## src/rtl/d_to_sr_pkg.sv

```systemverilog
// Shared definitions for the D-storage SR flip-flop bank:
// conflict-policy encodings and the error-report FSM state type.
package d_to_sr_pkg;

    localparam int POLICY_HOLD = 0;
    localparam int POLICY_SET  = 1;
    localparam int POLICY_RST  = 2;

    typedef enum logic {
        IDLE   = 1'b0,
        REPORT = 1'b1
    } state_t;

endpackage

```

## src/rtl/sr_cell.sv

```systemverilog
// Single SR cell: set/reset next-state logic in front of a D flip-flop.
// POLICY selects what S=R=1 does (hold, set-dominant, reset-dominant).
module sr_cell
    import d_to_sr_pkg::*;
#(
    parameter int POLICY = POLICY_HOLD
) (
    input  logic clk,
    input  logic rst,
    input  logic en,
    input  logic s,
    input  logic r,
    output logic q
);

    logic q_reg;
    logic q_next;

    // Translate set/reset into the D input, resolving S=R=1 by policy.
    always_comb begin
        q_next = q_reg;
        if (en) begin
            unique case ({s, r})
                2'b10:   q_next = 1'b1;
                2'b01:   q_next = 1'b0;
                2'b11: begin
                    if (POLICY == POLICY_SET)
                        q_next = 1'b1;
                    else if (POLICY == POLICY_RST)
                        q_next = 1'b0;
                    else
                        q_next = q_reg;
                end
                default: q_next = q_reg;
            endcase
        end
    end

    // D flip-flop storage.
    always_ff @(posedge clk) begin
        if (rst)
            q_reg <= 1'b0;
        else
            q_reg <= q_next;
    end

    assign q = q_reg;

endmodule

```

## src/rtl/d_to_sr_ff_bank.sv

```systemverilog
// WIDTH-bit bank of SR cells with a valid/ready channel that reports the
// lowest index of any bit driven with S=R=1 while enabled, plus a sticky
// overflow flag for reports dropped while one is still pending.
// Optional macro D_TO_SR_ERR_CNT_EN adds a saturating conflict-cycle
// counter on port err_cnt.
module d_to_sr_ff_bank
    import d_to_sr_pkg::*;
#(
    parameter int WIDTH           = 4,
    parameter int CONFLICT_POLICY = POLICY_HOLD,
    parameter int CNT_W           = 8,
    localparam int IDX_W          = (WIDTH > 1) ? $clog2(WIDTH) : 1
) (
    input  logic             clk,
    input  logic             rst,
    input  logic             en,
    input  logic [WIDTH-1:0] s,
    input  logic [WIDTH-1:0] r,
    output logic [WIDTH-1:0] q,
    output logic [WIDTH-1:0] qn,
    output logic             err_valid,
    output logic [IDX_W-1:0] err_idx,
    input  logic             err_ready,
    output logic             err_ovf,
    input  logic             err_clr
`ifdef D_TO_SR_ERR_CNT_EN
    ,
    output logic [CNT_W-1:0] err_cnt
`endif
);

    logic [WIDTH-1:0] conflict;
    logic             conflict_any;
    logic [IDX_W-1:0] low_idx;

    state_t           state_reg;
    state_t           state_next;
    logic [IDX_W-1:0] err_idx_reg;
    logic [IDX_W-1:0] err_idx_next;
    logic             err_ovf_reg;
    logic             err_ovf_next;

    genvar gi;
    generate
        for (gi = 0; gi < WIDTH; gi++) begin : g_cell
            sr_cell #(
                .POLICY(CONFLICT_POLICY)
            ) u_cell (
                .clk(clk),
                .rst(rst),
                .en (en),
                .s  (s[gi]),
                .r  (r[gi]),
                .q  (q[gi])
            );
        end
    endgenerate

    assign qn           = ~q;
    assign conflict     = s & r & {WIDTH{en}};
    assign conflict_any = |conflict;

    // Lowest-index priority encoder: scan high to low so the lowest hit wins.
    always_comb begin
        low_idx = '0;
        for (int i = WIDTH - 1; i >= 0; i--) begin
            if (conflict[i])
                low_idx = IDX_W'(i);
        end
    end

    // Report FSM next state; a dropped report outranks err_clr on err_ovf.
    always_comb begin
        state_next   = state_reg;
        err_idx_next = err_idx_reg;
        err_ovf_next = err_ovf_reg;
        if (err_clr)
            err_ovf_next = 1'b0;
        unique case (state_reg)
            IDLE: begin
                if (conflict_any) begin
                    state_next   = REPORT;
                    err_idx_next = low_idx;
                end
            end
            REPORT: begin
                if (err_ready) begin
                    if (conflict_any)
                        err_idx_next = low_idx;
                    else
                        state_next = IDLE;
                end else if (conflict_any) begin
                    err_ovf_next = 1'b1;
                end
            end
            default: state_next = IDLE;
        endcase
    end

    // Report FSM state registers.
    always_ff @(posedge clk) begin
        if (rst) begin
            state_reg   <= IDLE;
            err_idx_reg <= '0;
            err_ovf_reg <= 1'b0;
        end else begin
            state_reg   <= state_next;
            err_idx_reg <= err_idx_next;
            err_ovf_reg <= err_ovf_next;
        end
    end

    assign err_valid = (state_reg == REPORT);
    assign err_idx   = err_idx_reg;
    assign err_ovf   = err_ovf_reg;

`ifdef D_TO_SR_ERR_CNT_EN
    logic [CNT_W-1:0] err_cnt_reg;
    logic [CNT_W-1:0] err_cnt_next;

    // Saturating count of conflict cycles; clear restarts from this cycle.
    always_comb begin
        err_cnt_next = err_cnt_reg;
        if (err_clr)
            err_cnt_next = conflict_any ? CNT_W'(1) : '0;
        else if (conflict_any && (err_cnt_reg != {CNT_W{1'b1}}))
            err_cnt_next = err_cnt_reg + CNT_W'(1);
    end

    // Counter register.
    always_ff @(posedge clk) begin
        if (rst)
            err_cnt_reg <= '0;
        else
            err_cnt_reg <= err_cnt_next;
    end

    assign err_cnt = err_cnt_reg;
`endif

endmodule

```

## config.mk

```make
export PLATFORM = sky130hd
export DESIGN_NAME = d_to_sr_ff_bank
export DESIGN_NICKNAME = d
export VERILOG_FILES = /design/src/rtl/d_to_sr_pkg.sv /design/src/rtl/sr_cell.sv /design/src/rtl/d_to_sr_ff_bank.sv
export SDC_FILE = /design/constraint.sdc
export NUM_CORES = 1
export LEC_CHECK = 0
export CAP_MARGIN = 5
export CORE_MARGIN = 1.5
export CORE_UTILIZATION = 30
export DETAILED_ROUTE_END_ITERATION = 6
export PLACE_DENSITY_LB_ADDON = 0.15
export RECOVER_POWER = 100
export SLEW_MARGIN = 20
export SYNTH_ARGS = -nofsm -noshare
export SYNTH_HDL_FRONTEND = slang
export SYNTH_SLANG_ARGS = --single-unit
```

## constraint.sdc

```tcl
create_clock -name clk -period 1.4 [get_ports clk]
set_input_delay 0.42 -clock clk [delete_from_list [all_inputs] [get_ports clk]]
set_output_delay 0.42 -clock clk [all_outputs]
set_load 0.02 [all_outputs]
```

# Word level (Yosys, flattened, before mapping)
# Cells that the tools add are included.
# word_totals
regBits	8
input_bits	13
elab_cells	47
# classes
eq_ne	9
mux	18
bitwise_logic	4
n_reduce_logical	9
# op_table
op	count
2-bit 2-to-1 mux	6
1-bit one-hot mux with 2 select lines	5
4-bit AND	2
2-bit by 1-bit == test with 1-bit output, second input constant	4
2-bit == test, second input constant	4
2-bit AND reduction	4
2-bit nonzero test	4
1-bit 2-to-1 mux	6
4-bit NOT	1
2-bit one-hot mux with 2 select lines	1
4-bit OR reduction	1
2-bit != test, second input constant	1
1-bit NOT	1

# Logic depth before layout (Yosys ltp)
# depth
ltp_word	9
ltp_mapped	5
ltp_nobuf	5

# Cells and area by module
# A second synthesis with hierarchy kept.
# unflattened
hier_cells	52
area_unflattened_um2	484.2
# by_module_without_submodules
mod	instances	cells_each	area_per_inst_um2	seq_area_each_um2
sr_cell	4	7	67.6	20.0
d_to_sr_ff_bank	1	24	214.0	80.1

# Worst setup path after synthesis
# OpenSTA, ideal clock, no wires.
# synth_timing
path_kind	input port to flip-flop
startpoint	input port s[0]
endpoint	register err_idx_reg[0], in the netlist err_idx[0]
setup_ns	0.072
arrival_time_ns	1.396
required_time_ns	1.328
setup_slack_ns	-0.068
path_stages	4
cell_sequence	ha_1 > or4_4 > nand3_2 > mux2i_1
# synth_between
elab_chain_cells	6
elab_cells_between_ends	7
# synth_rtl
item	line	text
start, declared	d_to_sr_ff_bank.sv:17	input logic [WIDTH-1:0] s,
4-bit AND * (2 in series)	d_to_sr_ff_bank.sv:60	assign conflict = s & r & {WIDTH{en}};
4-bit OR reduction or 2-bit 2-to-1 mux (tied branches)	d_to_sr_ff_bank.sv:61, d_to_sr_ff_bank.sv:67	
2-bit 2-to-1 mux *	d_to_sr_ff_bank.sv:81, d_to_sr_ff_bank.sv:88	
2-bit 2-to-1 mux	d_to_sr_ff_bank.sv:87	if (err_ready) begin
2-bit one-hot mux with 2 select lines *	d_to_sr_ff_bank.sv:79	unique case (state_reg)
end signal, assigned	d_to_sr_ff_bank.sv:108	err_idx_reg <= err_idx_next;
end, declared	d_to_sr_ff_bank.sv:38	logic [IDX_W-1:0] err_idx_reg;
# Mark *: on every way between the ends. The rest lies on a longest branch, timed or not. The select of a mux whose other input is x is not followed.
# A chain may end at the register's enable or synchronous reset.

# Worst setup path after layout
# layout_timing
startpoint	input port r[0]
endpoint	register err_idx_reg[0], in the netlist err_idx[0]
# layout_between
elab_chain_cells	6
elab_cells_between_ends	7
# layout_rtl
item	line	text
start, declared	d_to_sr_ff_bank.sv:18	input logic [WIDTH-1:0] r,
4-bit AND * (2 in series)	d_to_sr_ff_bank.sv:60	
4-bit OR reduction or 2-bit 2-to-1 mux (tied branches)	d_to_sr_ff_bank.sv:61, d_to_sr_ff_bank.sv:67	
2-bit 2-to-1 mux *	d_to_sr_ff_bank.sv:81, d_to_sr_ff_bank.sv:88	
2-bit 2-to-1 mux	d_to_sr_ff_bank.sv:87	
2-bit one-hot mux with 2 select lines *	d_to_sr_ff_bank.sv:79	
# Marked as above.

==> impl_metrics.py <==
metrics = {
    "setup_path": {
        "arrival_ns": 1.55,
        "reg2reg_slack_ns": 0.39,
        "cp_cell_sequence": "dlygate4sd2_1 > ha_2 > or4_4 > nand3_2 > mux2i_1",
        "r2r-start": "err_valid$_SDFF_PP0_",
        "critical-path-slowest-cell": "or4_4",
        "critical_path.endpoint_type": "flip-flop",
        "worstPathRequired_ns": 1.58,
        "start_kind": "input port",
        "critPathMaxFanout": 3,
        "critical_path_class": "in -> reg",
        "reg2reg_to": "err_idx[1]$_SDFFE_PP0P_",
        "slowest_delay_ns": 0.43,
        "startpoint": "r[0]",
        "reg2reg_depth": 3,
    },
    "route": {
        "met2_length_um": 465,
        "wl_met1_um": 437,
        "wl_met3_um": 57,
        "vias_per_cell": 4.594,
        "dr.pass1.iters": 6,
        "final_antenna_net_count": 0,
        "dr.first_iter.drc_count": 5,
        "vias": 464,
        "wl_um": 987,
        "routed.top_layer": "met4",
        "drc": 0,
        "wl_per_cell_um": 9.772,
    },
    "timing": {
        "rsz0062_at_grt": "true",
        "period_minus_slack_ns": 1.371,
        "fmax_ghz": 0.7295,
        "setup_ws_ns": 0.02926,
        "hold_ws_ns": 0.4716,
        "worst_clock_skew_ns": 0.002090,
        "slew_violations": 0,
        "slew_headroom_pct": 82.83,
        "worstMarginPinSlew_ns": 0.2587,
        "finalSetupViolCount": 0,
        "hold_viol": 0,
        "min_period_over_period_pct": 97.91,
    },
    "synth": {
        "avgSynthCellArea_um2": 8.866,
        "yosysUniqueCellTypes": 23,
        "synthTopCellsByArea": "dfxtp_1 31%, ha_1 19%, nor2b_1 6.1%",
        "synthesis.area_um2": 514.2,
        "synth_area_leader_cell": "dfxtp_1",
        "async_reset_ff_share_pct": 0,
        "ys_seq_area_share_pct": 31.14,
        "netlist_top_cells_count": "8 x dfxtp_1, 8 x ha_1, 8 x inv_1",
        "synthCells": 58,
        "synth-seq-cells": 8,
        "synth_nets": 79,
        "yosysWarnings": 0,
        "synth_flop_cell": "dfxtp_1",
        "synth_top_area_share_pct": 31.14,
        "synth_edf_count": 0,
    },
    "pwr": {
        "combPwrFrac_pct": 29.3,
        "power_density_mw_per_mm2": 791.4,
        "clkPwrFrac_pct": 29.5,
        "intPower_mw": 0.4296,
        "p_leak_nw": 0.3800,
        "seq_power_share_pct": 41.1,
        "p_sw_share_pct": 29.80,
        "netSwitchingPower_mw": 0.1824,
        "power_mw": 0.6119,
        "ir_drop_v": 0.0003891,
    },
    "min_path": {
        "hold_start": "err_idx[0]$_SDFFE_PP0P_",
        "hold_path_class": "reg -> reg",
        "min_to": "err_idx[0]$_SDFFE_PP0P_",
        "hold_path_depth": 2,
    },
    "floorplanning": {
        "start_util_pct": 32.99,
        "design.core.area_mm2": 0.001559,
        "die_area_mm2": 0.001971,
        "rows": 14,
        "fp.dieW_um": 44.40,
        "die_y_um": 44.40,
        "io_pins": 25,
    },
    "final_layout": {
        "fillers": 162,
        "antenna-diode-count": 0,
        "final_nets": 108,
        "largest_reg_flops": 4,
        "drive_above_1_share_pct": 28.24,
        "area_delta_synth_final_pct": 50.37,
    },
    "clock_network": {
        "clock_sinks": 8,
        "cts_tree": "yes",
        "clockBufferDepth": 2,
        "h-tree-depth": 1,
        "clk_pin_slew_worst_paths_ns": 0.06,
        "cts-root-buf": "clkbuf_4",
        "worstSkewPairLatency_ns": 0.25,
        "cts_made_buffers": 3,
        "hold_buffers": 0,
    },
    "job": {
        "cap_violations": 0,
    },
    "global_route": {
        "grt_pass1_wl_um": 1607,
        "grt_max_degree": 10,
        "grt_usage_pct": 11.95,
        "antenna_found_initial": 0,
        "grt_overflow": 0,
        "grt_pass1_vias": 398,
    },
    "placement": {
        "port_buffers": 24,
        "gp_congestion": 0.7066,
        "place_ws_ns": -0.5166,
        "place_hpwl_um": 781.4,
    },
    "run_status": {
        "status": "finished clean",
    },
}
==> cells by family after synthesis <==
logic type,share of synthesized area (%)
AOI/OAI and AO/OA,12.90
adders and majority gates,19.47
DFF,31.14
buffers and inverters,13.38
and+or+nand+nor,21.17
muxes,1.947
==> metrics by stage <==
step	utilization [%]	instance area, um^2	TNS [ns]	instances
floorplan	-	529.3	0	58
global placement	50.08	780.7	-3.123	96
detailed placement	50.08	780.7	-3.347	96
CTS	50.88	793.3	-0.04757	100
global route	49.60	773.2	-0.008933	101
finish	49.60	773.2	0	101
==> cell type report <==
class / instances / area, um^2 / area share [%]
multi-input cells: 36 / 307.8 / 39.81
well taps: 16 / 20.02 / 2.589
clock buffers: 3 / 22.52 / 2.913
flip-flops and latches: 8 / 160.2 / 20.71
repair buffers: 30 / 232.7 / 30.10
inverters: 8 / 30.03 / 3.883
==> repair_timing <==
action                                  4_1_cts  5_1_grt
endpoints found under the setup margin       20        9
gates resized for setup                      23       20
pin swaps                                     4        4
cloned                                        0        0
buffers inserted                              1        1
==> power groups by stage <==
stage,sequential [mW],clock (mW),combinational [mW]
final,0.252,0.181,0.179
after global routing,0.254,0.209,0.197
after CTS,0.252,0.189,0.182
after detailed placement,0.258,0,0.204
after global placement,0.257,0,0.202
after floorplan,0.263,0,0.106
==> worst max-delay path, delay by kind of cell <==
kind,cells,cell delay (ns)
fa+ha+maj,1,0.20
simple gates,2,0.52
buf+inv,1,0.25
mux,1,0.16
==> placed cells by master (no fill, tap or decap), drive strengths merged, types with 4 or more instances in the layout <==
cell type and count:
clkdlybuf4s50 4, clkbuf 11, ha 8, inv 8, a211oi 4, buf 6, nor2b 5, dlygate4sd2 8
clkdlybuf4s15 4, dfxtp 8, nor2 5
==> worst max-delay path by stage <==
stage / endpoint / slack (ns) / cells past startpoint
after floorplan: err_idx[0]$_SDFFE_PP0P_ / 0.0006 / 4
after global placement: err_idx[0]$_SDFFE_PP0P_ / -0.50 / 5
after detailed placement: err_idx[0]$_SDFFE_PP0P_ / -0.52 / 5
after CTS: err_idx[0]$_SDFFE_PP0P_ / -0.05 / 5
after global routing: err_idx[0]$_SDFFE_PP0P_ / -0.009 / 5
final: err_idx[0]$_SDFFE_PP0P_ / 0.03 / 5
==> per-layer routing <==
| layer | up-vias | global-route usage, % |
|---|---|---|
| li1 | 246 | - |
| met1 | 201 | 13.65 |
| met2 | 15 | 17.35 |
| met3 | 2 | 2.857 |
| met4 | 0 | 12.73 |
| met5 | - | 0 |
(Power assumes the default switching activity.)
